## config.mk

```make
export PLATFORM = sky130hd
export DESIGN_NAME = alu_op_issue
export DESIGN_NICKNAME = d
export VERILOG_FILES = /design/src/rtl/alu_op_issue.sv
export SDC_FILE = /design/constraint.sdc
export NUM_CORES = 1
export LEC_CHECK = 0
export BUFFER_PORTS_ARGS = -buffer_cell sky130_fd_sc_hd__buf_4
export CAP_MARGIN = 10
export CELL_PAD_IN_SITES_DETAIL_PLACEMENT = 1
export CELL_PAD_IN_SITES_GLOBAL_PLACEMENT = 2
export CORE_MARGIN = 2
export CORE_UTILIZATION = 27
export CTS_CLUSTER_SIZE = 30
export DETAILED_ROUTE_END_ITERATION = 10
export PLACE_DENSITY = 0.81
export SYNTH_ARGS = -nofsm -noshare
export SYNTH_HDL_FRONTEND = slang
export SYNTH_SLANG_ARGS = --single-unit
```

## constraint.sdc

```tcl
create_clock -name clk -period 3.5 [get_ports clk]
set_input_delay 0.525 -clock clk [delete_from_list [all_inputs] [get_ports clk]]
set_output_delay 0.525 -clock clk [all_outputs]
set_load 0.01 [all_outputs]
```

## src/rtl/alu_op_issue.sv

```systemverilog
// ID/EX issue register: decodes RV32I ALU/load/store/branch fields into a 4-bit ALU op plus operands.
// Define ISSUE_SKID_EN to get a two-entry skid buffer with a registered in_ready.
module alu_op_issue #(
  parameter int XLEN = 32,
  parameter int RD_W = 5
) (
  input  logic            clk,
  input  logic            reset,
  input  logic            flush,
  input  logic            in_valid,
  output logic            in_ready,
  input  logic [6:0]      in_opcode,
  input  logic [2:0]      in_funct3,
  input  logic            in_funct7b5,
  input  logic [XLEN-1:0] in_rs1,
  input  logic [XLEN-1:0] in_rs2,
  input  logic [XLEN-1:0] in_imm,
  input  logic [RD_W-1:0] in_rd,
  output logic            out_valid,
  input  logic            out_ready,
  output logic [3:0]      alu_op,
  output logic [XLEN-1:0] op_a,
  output logic [XLEN-1:0] op_b,
  output logic [RD_W-1:0] out_rd,
  output logic            illegal
);

  localparam logic [3:0] ALU_AND  = 4'b0000;
  localparam logic [3:0] ALU_OR   = 4'b0001;
  localparam logic [3:0] ALU_ADD  = 4'b0010;
  localparam logic [3:0] ALU_XOR  = 4'b0011;
  localparam logic [3:0] ALU_SLL  = 4'b0100;
  localparam logic [3:0] ALU_SRL  = 4'b0101;
  localparam logic [3:0] ALU_SUB  = 4'b0110;
  localparam logic [3:0] ALU_SLTU = 4'b0111;
  localparam logic [3:0] ALU_SLT  = 4'b1000;
  localparam logic [3:0] ALU_SRA  = 4'b1001;

  localparam logic [6:0] OPC_OP     = 7'b0110011;
  localparam logic [6:0] OPC_OPIMM  = 7'b0010011;
  localparam logic [6:0] OPC_LOAD   = 7'b0000011;
  localparam logic [6:0] OPC_STORE  = 7'b0100011;
  localparam logic [6:0] OPC_BRANCH = 7'b1100011;

  localparam int EW = 1 + 4 + 2*XLEN + RD_W;

  logic            dec_ill;
  logic [3:0]      dec_op;
  logic [XLEN-1:0] dec_b;
  logic [XLEN-1:0] shamt;
  logic [EW-1:0]   entry_in;
  logic            in_fire;
  logic            out_valid_reg;
  logic [EW-1:0]   out_data_reg;

  assign shamt = {{(XLEN-5){1'b0}}, in_imm[4:0]};

  always_comb begin
    dec_ill = 1'b0;
    dec_op  = ALU_ADD;
    dec_b   = in_rs2;
    case (in_opcode)
      OPC_OP: begin
        case (in_funct3)
          3'b000:  dec_op = in_funct7b5 ? ALU_SUB : ALU_ADD;
          3'b001:  dec_op = ALU_SLL;
          3'b010:  dec_op = ALU_SLT;
          3'b011:  dec_op = ALU_SLTU;
          3'b100:  dec_op = ALU_XOR;
          3'b101:  dec_op = in_funct7b5 ? ALU_SRA : ALU_SRL;
          3'b110:  dec_op = ALU_OR;
          default: dec_op = ALU_AND;
        endcase
        dec_ill = in_funct7b5 && (in_funct3 != 3'b000) && (in_funct3 != 3'b101);
      end
      OPC_OPIMM: begin
        // For immediates, bit 30 is only meaningful on shifts; elsewhere it is just imm[10].
        dec_b = in_imm;
        case (in_funct3)
          3'b000:  dec_op = ALU_ADD;
          3'b001: begin
            dec_op  = ALU_SLL;
            dec_b   = shamt;
            dec_ill = in_funct7b5;
          end
          3'b010:  dec_op = ALU_SLT;
          3'b011:  dec_op = ALU_SLTU;
          3'b100:  dec_op = ALU_XOR;
          3'b101: begin
            dec_op = in_funct7b5 ? ALU_SRA : ALU_SRL;
            dec_b  = shamt;
          end
          3'b110:  dec_op = ALU_OR;
          default: dec_op = ALU_AND;
        endcase
      end
      OPC_LOAD, OPC_STORE: dec_b = in_imm;
      OPC_BRANCH: begin
        case (in_funct3[2:1])
          2'b00:   dec_op = ALU_SUB;
          2'b01:   dec_ill = 1'b1;
          2'b10:   dec_op = ALU_SLT;
          default: dec_op = ALU_SLTU;
        endcase
      end
      default: dec_ill = 1'b1;
    endcase
  end

  assign entry_in = dec_ill ? {1'b1, ALU_ADD, {XLEN{1'b0}}, {XLEN{1'b0}}, in_rd}
                            : {1'b0, dec_op, in_rs1, dec_b, in_rd};

  assign in_fire   = in_valid && in_ready;
  assign out_valid = out_valid_reg;
  assign {illegal, alu_op, op_a, op_b, out_rd} = out_data_reg;

`ifdef ISSUE_SKID_EN
  logic          skid_valid_reg;
  logic [EW-1:0] skid_data_reg;

  assign in_ready = !skid_valid_reg;

  always_ff @(posedge clk or posedge reset) begin
    if (reset) begin
      out_valid_reg  <= 1'b0;
      out_data_reg   <= '0;
      skid_valid_reg <= 1'b0;
      skid_data_reg  <= '0;
    end else if (flush) begin
      out_valid_reg  <= 1'b0;
      skid_valid_reg <= 1'b0;
    end else if (!out_valid_reg || out_ready) begin
      // Output slot frees up: the parked entry goes first, input is blocked while it is parked.
      if (skid_valid_reg) begin
        out_data_reg   <= skid_data_reg;
        out_valid_reg  <= 1'b1;
        skid_valid_reg <= 1'b0;
      end else if (in_fire) begin
        out_data_reg  <= entry_in;
        out_valid_reg <= 1'b1;
      end else begin
        out_valid_reg <= 1'b0;
      end
    end else if (in_fire) begin
      skid_data_reg  <= entry_in;
      skid_valid_reg <= 1'b1;
    end
  end
`else
  assign in_ready = !out_valid_reg || out_ready;

  always_ff @(posedge clk or posedge reset) begin
    if (reset) begin
      out_valid_reg <= 1'b0;
      out_data_reg  <= '0;
    end else if (flush) begin
      out_valid_reg <= 1'b0;
    end else if (in_fire) begin
      out_valid_reg <= 1'b1;
      out_data_reg  <= entry_in;
    end else if (out_ready) begin
      out_valid_reg <= 1'b0;
    end
  end
`endif

endmodule

```

# Yosys cells after proc, flatten, opt, wreduce, memory -nomap -nowiden
# Cells that the tools add are included.
totals:
  regBits: 75
  input_bits: 117
  output_inout_bits: 76
  wordCells: 44
classes:
  eq_ne: 14
  n_mux: 15
  bitwise: 1
  reduce_logical: 12
ops:
  columns: ["cell", "count"]
  rows:
  - ["two-way mux 74 bit", 1]
  - ["case mux 32 bit (2 select lines)", 1]
  - ["case mux 4 bit (7 select lines)", 2]
  - ["two-way mux 32 bit", 1]
  - ["case mux 4 bit (3 select lines)", 2]
  - ["== test 7 x 6 -> 1 bit, second input constant", 2]
  - ["== test 3 bit, second input constant", 3]
  - ["== test 7 x 2 -> 1 bit, second input constant", 1]
  - ["== test 7 x 5 -> 1 bit, second input constant", 1]
  - ["== test 7 bit, second input constant", 1]
  - ["== test 3 x 2 -> 1 bit, second input constant", 2]
  - ["nonzero test 3 bit", 2]
  - ["two-way mux 1 bit", 5]
  - ["two-way mux 4 bit", 1]
  - ["case mux 1 bit (4 select lines)", 1]
  - ["OR reduction 2 bit", 2]
  - ["== test 3 x 1 -> 1 bit, second input constant", 1]
  - ["logical AND 1 bit", 3]
  - ["zero test 3 bit", 1]
  - ["two-way mux 3 bit", 1]
  - ["!= test 3 bit, second input constant", 1]
  - ["== test 2 x 1 -> 1 bit, second input constant", 1]
  - ["== test 2 bit, second input constant", 1]
  - ["zero test 2 bit", 1]
  - ["4 further kinds", 4]

# Longest topological paths before layout
logic_depth:
  ltp_word: 5
  mapped_depth: 7
  ltp_nobuf: 5

# Least setup slack after synthesis
# No wires, ideal clock.
synth_path:
  path_kind: "input to register"
  start: "input in_opcode[2]"
  end: "register out_data_reg[10]"
  setup_ns: 0.124
  arrival_time_ns: 1.577
  t_required_ns: 3.376
  slack_ns: 1.800
  cell_stages: 6
  path_buffers: 2
  path_cell_list: "nand4bb_1 > a211o_2 > buf_2 > buf_2 > a32oi_1 > o21ai_1"
synth_between:
  elab_chain_cells: 4
  elab_cells_between_ends: 9
  classes_between: "eq/ne (5); mux (3); reduce/logical (1)"
synth_rtl:
  columns: ["item", "line", "rtl"]
  rows:
  - ["start, declared", "12", "input logic [6:0] in_opcode,"]
  - ["== test 7 x 2 -> 1 bit or == test 7 x 6 -> 1 bit (tied branches)", "62", "case (in_opcode)"]
  - ["OR reduction 2 bit", "62", null]
  - ["case mux 1 bit (4 select lines) or case mux 32 bit (2 select lines) (tied branches)", "62", null]
  - ["two-way mux 74 bit (*)", "110", "assign entry_in = dec_ill ? {1'b1, ALU_ADD, {XLEN{1'b0}}, {XLEN{1'b0}}, in_rd}"]
  - ["end signal, assigned", "160", "out_data_reg <= entry_in;"]
  - ["end, declared", "54", "logic [EW-1:0] out_data_reg;"]
# Mark *: on every way between the ends. The rest lies on a longest branch, timed or not.
# A chain may end at the register's enable or synchronous reset.

# Final worst setup path
layout_path:
  start: "register out_valid_reg, in the netlist out_valid"
  end: "register out_data_reg[70]"
layout_between:
  elab_chain_cells: 4
layout_rtl:
  columns: ["item", "line", "rtl"]
  rows:
  - ["start, declared", "53", "logic out_valid_reg;"]
  - ["start signal, assigned", "154", "out_valid_reg <= 1'b0;"]
  - ["start signal, assigned", "157", "out_valid_reg <= 1'b0;"]
  - ["start signal, assigned", "159", "out_valid_reg <= 1'b1;"]
  - ["zero test 1 bit", "150", "assign in_ready = !out_valid_reg || out_ready;"]
  - ["logical OR 1 bit", "150", null]
  - ["logical AND 1 bit", "113", "assign in_fire = in_valid && in_ready;"]
  - ["AND reduction 2 bit (no line)", null, null]
# Every way passes these cells.

==> results.json <==
{
  "status": "completed",
  "ys_ff_latch": 75,
  "setup_viol": 0,
  "synth_top_family_by_area": "compound AO/OA/AOI/OAI gates",
  "r2r_start": "out_valid",
  "cts_buffers": 9,
  "firstDrtPassIters": 4,
  "cts_setup_buffers": 0,
  "place_hpwl_mm": 8.23,
  "post-route-util_pct": 42.7,
  "worstReg2RegEnd": "out_data_reg[70]",
  "ir_drop_mv": 0.184,
  "core_area_sq_um": 11900,
  "synth_edf_count": 0,
  "dr_total_vias": 3024,
  "reg2reg_depth": 6,
  "wire_per_inst_um": 17.5,
  "cts-htree-levels": 3,
  "cts_sinks": 75,
  "worstPathCellList": "nor2b_1 -> inv_1 -> nand2b_2 -> buf_4 -> nor2b_1 -> a21oi_1",
  "postSynthAreaPerCell_sq_um": 11.6,
  "clk_pin_slew_worst_paths_ns": 0.07,
  "cp.depth": 6,
  "seq_area_frac_synth_pct": 57.3,
  "portBuffers": 192,
  "switching_share_pct": 25.0,
  "seqPwrFrac_pct": 44.3,
  "syn_area_sq_um": 3280,
  "skew_ns": 0.0112,
  "synth_top_cell_area_share_pct": 57.3,
  "clk_latency_ns": 0.33,
  "synth-xor-area-share_pct": 0.267,
  "leakage_uw": 0.00259,
  "cts_tree": "done",
  "gr-total-overflow": 0,
  "area_delta_synth_final_pct": 55.0,
  "synth_area_leaders": "dfrtp_1 57%, a22o_1 8.8%, a32oi_1 7.2%",
  "grt_antenna_before_repair": 0,
  "start_util_pct": 27.5,
  "drtIter0Drc": 118,
  "rsz0062_at_grt": "false",
  "ant_nets": 0,
  "die_y_um": 114,
  "max_freq_ghz": 0.481,
  "crit_top_cell": "nor2b_1",
  "required_ns": 3.69,
  "grt_pass1_wl_mm": 16.9,
  "fin_crit_sh_pct": 59.4,
  "worstHoldStart": "flush",
  "crit_fanout": 34,
  "synthMuxAreaShare_pct": 3.24,
  "endpoint_kind": "flop",
  "grt_pass1_vias": 3200,
  "relSlewSlack_pct": 34.8,
  "yosys_warnings": 0,
  "synth_compound_area_share_pct": 24.2,
  "yosysTopAreaCell": "dfrtp_1",
  "met3WireLength_um": 546,
  "grt_start_max_net_pins": 58,
  "synth_cells": 282,
  "cap_violations": 0,
  "ctsLongestPathBuffers": 2,
  "routed_via_density": 4.87,
  "internal-power_uw": 1530,
  "path_buf_inv": 2,
  "pin_count": 193,
  "worstPathArrival_ns": 2.27,
  "clockPowerShare_pct": 42.4,
  "routed.top_layer": "met4",
  "drt-met1-wl_mm": 4.63,
  "rrSetupSlack_ns": 1.42,
  "syn-num-nets": 402,
  "path_class": "flop to flop",
  "yosys.cell_types.count": 37,
  "antenna_cells": 0,
  "gp_congestion": 0.768,
  "slew_violations": 0,
  "critPathTopFamily": "simple AND/OR/NAND/NOR gates",
  "met2WireLength_mm": 5.56,
  "crit_path_top_delay_cell": "nand2b_2",
  "wl_mm": 10.9,
  "fin_nets": 589,
  "core.rowCount": 40,
  "dieArea_sq_um": 13000,
  "final_common_cell": "buf_4",
  "synthSimpleGateAreaFrac_pct": 8.09,
  "critical_path.endpoint": "out_data_reg[70]",
  "largest_register_ffs": 74,
  "drc": 0,
  "whs_path_depth": 2,
  "worstMarginPinSlew_ns": 0.977,
  "pwr-share-comb_pct": 13.3,
  "grt.total_usage_pct": 16.7,
  "cp-start-kind": "flop",
  "post_cts_resized": 0,
  "tns_ns": 0,
  "drive_gt1_share_pct": 48.3,
  "period_minus_slack_ns": 2.08,
  "die_w_um": 114,
  "async_flop_share_pct": 100,
  "min_path_type": "primary input to flop",
  "synthAdderAreaFrac_pct": 1.15,
  "slowest_delay_ns": 0.55,
  "p_switching_uw": 512,
  "hold_viol": 0,
  "crit_start": "out_valid",
  "cts-root-buf": "clkbuf_16",
  "cts_hold_buf": 0,
  "powerDensity_nw_per_um2": 402,
  "final_cell_mix": "199 x buf_4, 75 x dfrtp_1, 36 x nand2_1",
  "synth_ff_type": "dfrtp_1"
}
per-layer routing:
layer | global-route usage (%) | up-vias
met5 | 0 | -
met4 | 5.69 | 0
met3 | 2.54 | 12
met2 | 28.8 | 93
met1 | 21.3 | 1487
li1 | - | 1432
final cells by class:
class / count / area [sq um]
clock buffers: 9 / 225
inverters: 7 / 27.5
multi-input cells: 177 / 1210
well taps: 147 / 184
fillers: 1361 / 6830
flip-flops and latches: 75 / 1880
repair buffers: 199 / 1490
clock inverters: 7 / 58.8
power groups by stage:
stage,sequential (uW),clock [uW],combinational (uW)
floorplan,933,0,87.1
global placement,922,0,270
detailed placement,923,0,276
CTS,907,892,277
global route,910,936,297
finish,907,866,272
stage by stage:
step           setup WS (ns)  area [sq um]  hold slack, ns  total power [uW]  cells
2_1_floorplan           1.07          3280           0.516              1020    282
3_3_place_gp            1.14          4800           0.469              1190    605
3_5_place_dp            1.07          4800           0.475              1200    605
4_1_cts                 1.35          5080           0.342              2080    621
6_report                1.42          5080           0.349              2040    621
5_1_grt                 1.20          5080           0.344              2140    621
how the worst min path moves through the flow:
stage                       endpoint
global route               out_valid
finish                     out_valid
floorplan           out_data_reg[35]
CTS                        out_valid
detailed placement  out_data_reg[69]
global placement    out_data_reg[69]
Yosys cell counts (2+ instances only):
| library cell | n |
|---|---|
| dfrtp_1 | 75 |
| nand2_1 | 36 |
| a22o_1 | 33 |
| o21ai_1 | 30 |
| a32oi_1 | 27 |
| buf_2 | 12 |
| inv_1 | 7 |
| o21ai_0 | 7 |
| clkbuf_1 | 5 |
| mux2_2 | 5 |
| mux2i_1 | 5 |
| nor2_1 | 4 |
| a21oi_1 | 3 |
| buf_12 | 3 |
| ha_1 | 3 |
| nor2b_1 | 3 |
| buf_6 | 2 |
| nand2b_1 | 2 |
| nand4_1 | 2 |
logic make-up (layout without fill, tap and decap cells):
family,after synthesis,count (layout)
flip-flops,75,75
AO/OA/AOI/OAI,108,108
multiplexers,10,10
AND/OR/NAND/NOR,55,55
XOR/XNOR,1,1
buffers and inverters,30,222
adder cells (fa/ha/maj),3,3
No activity file was read; power rests on OpenSTA's default activity.
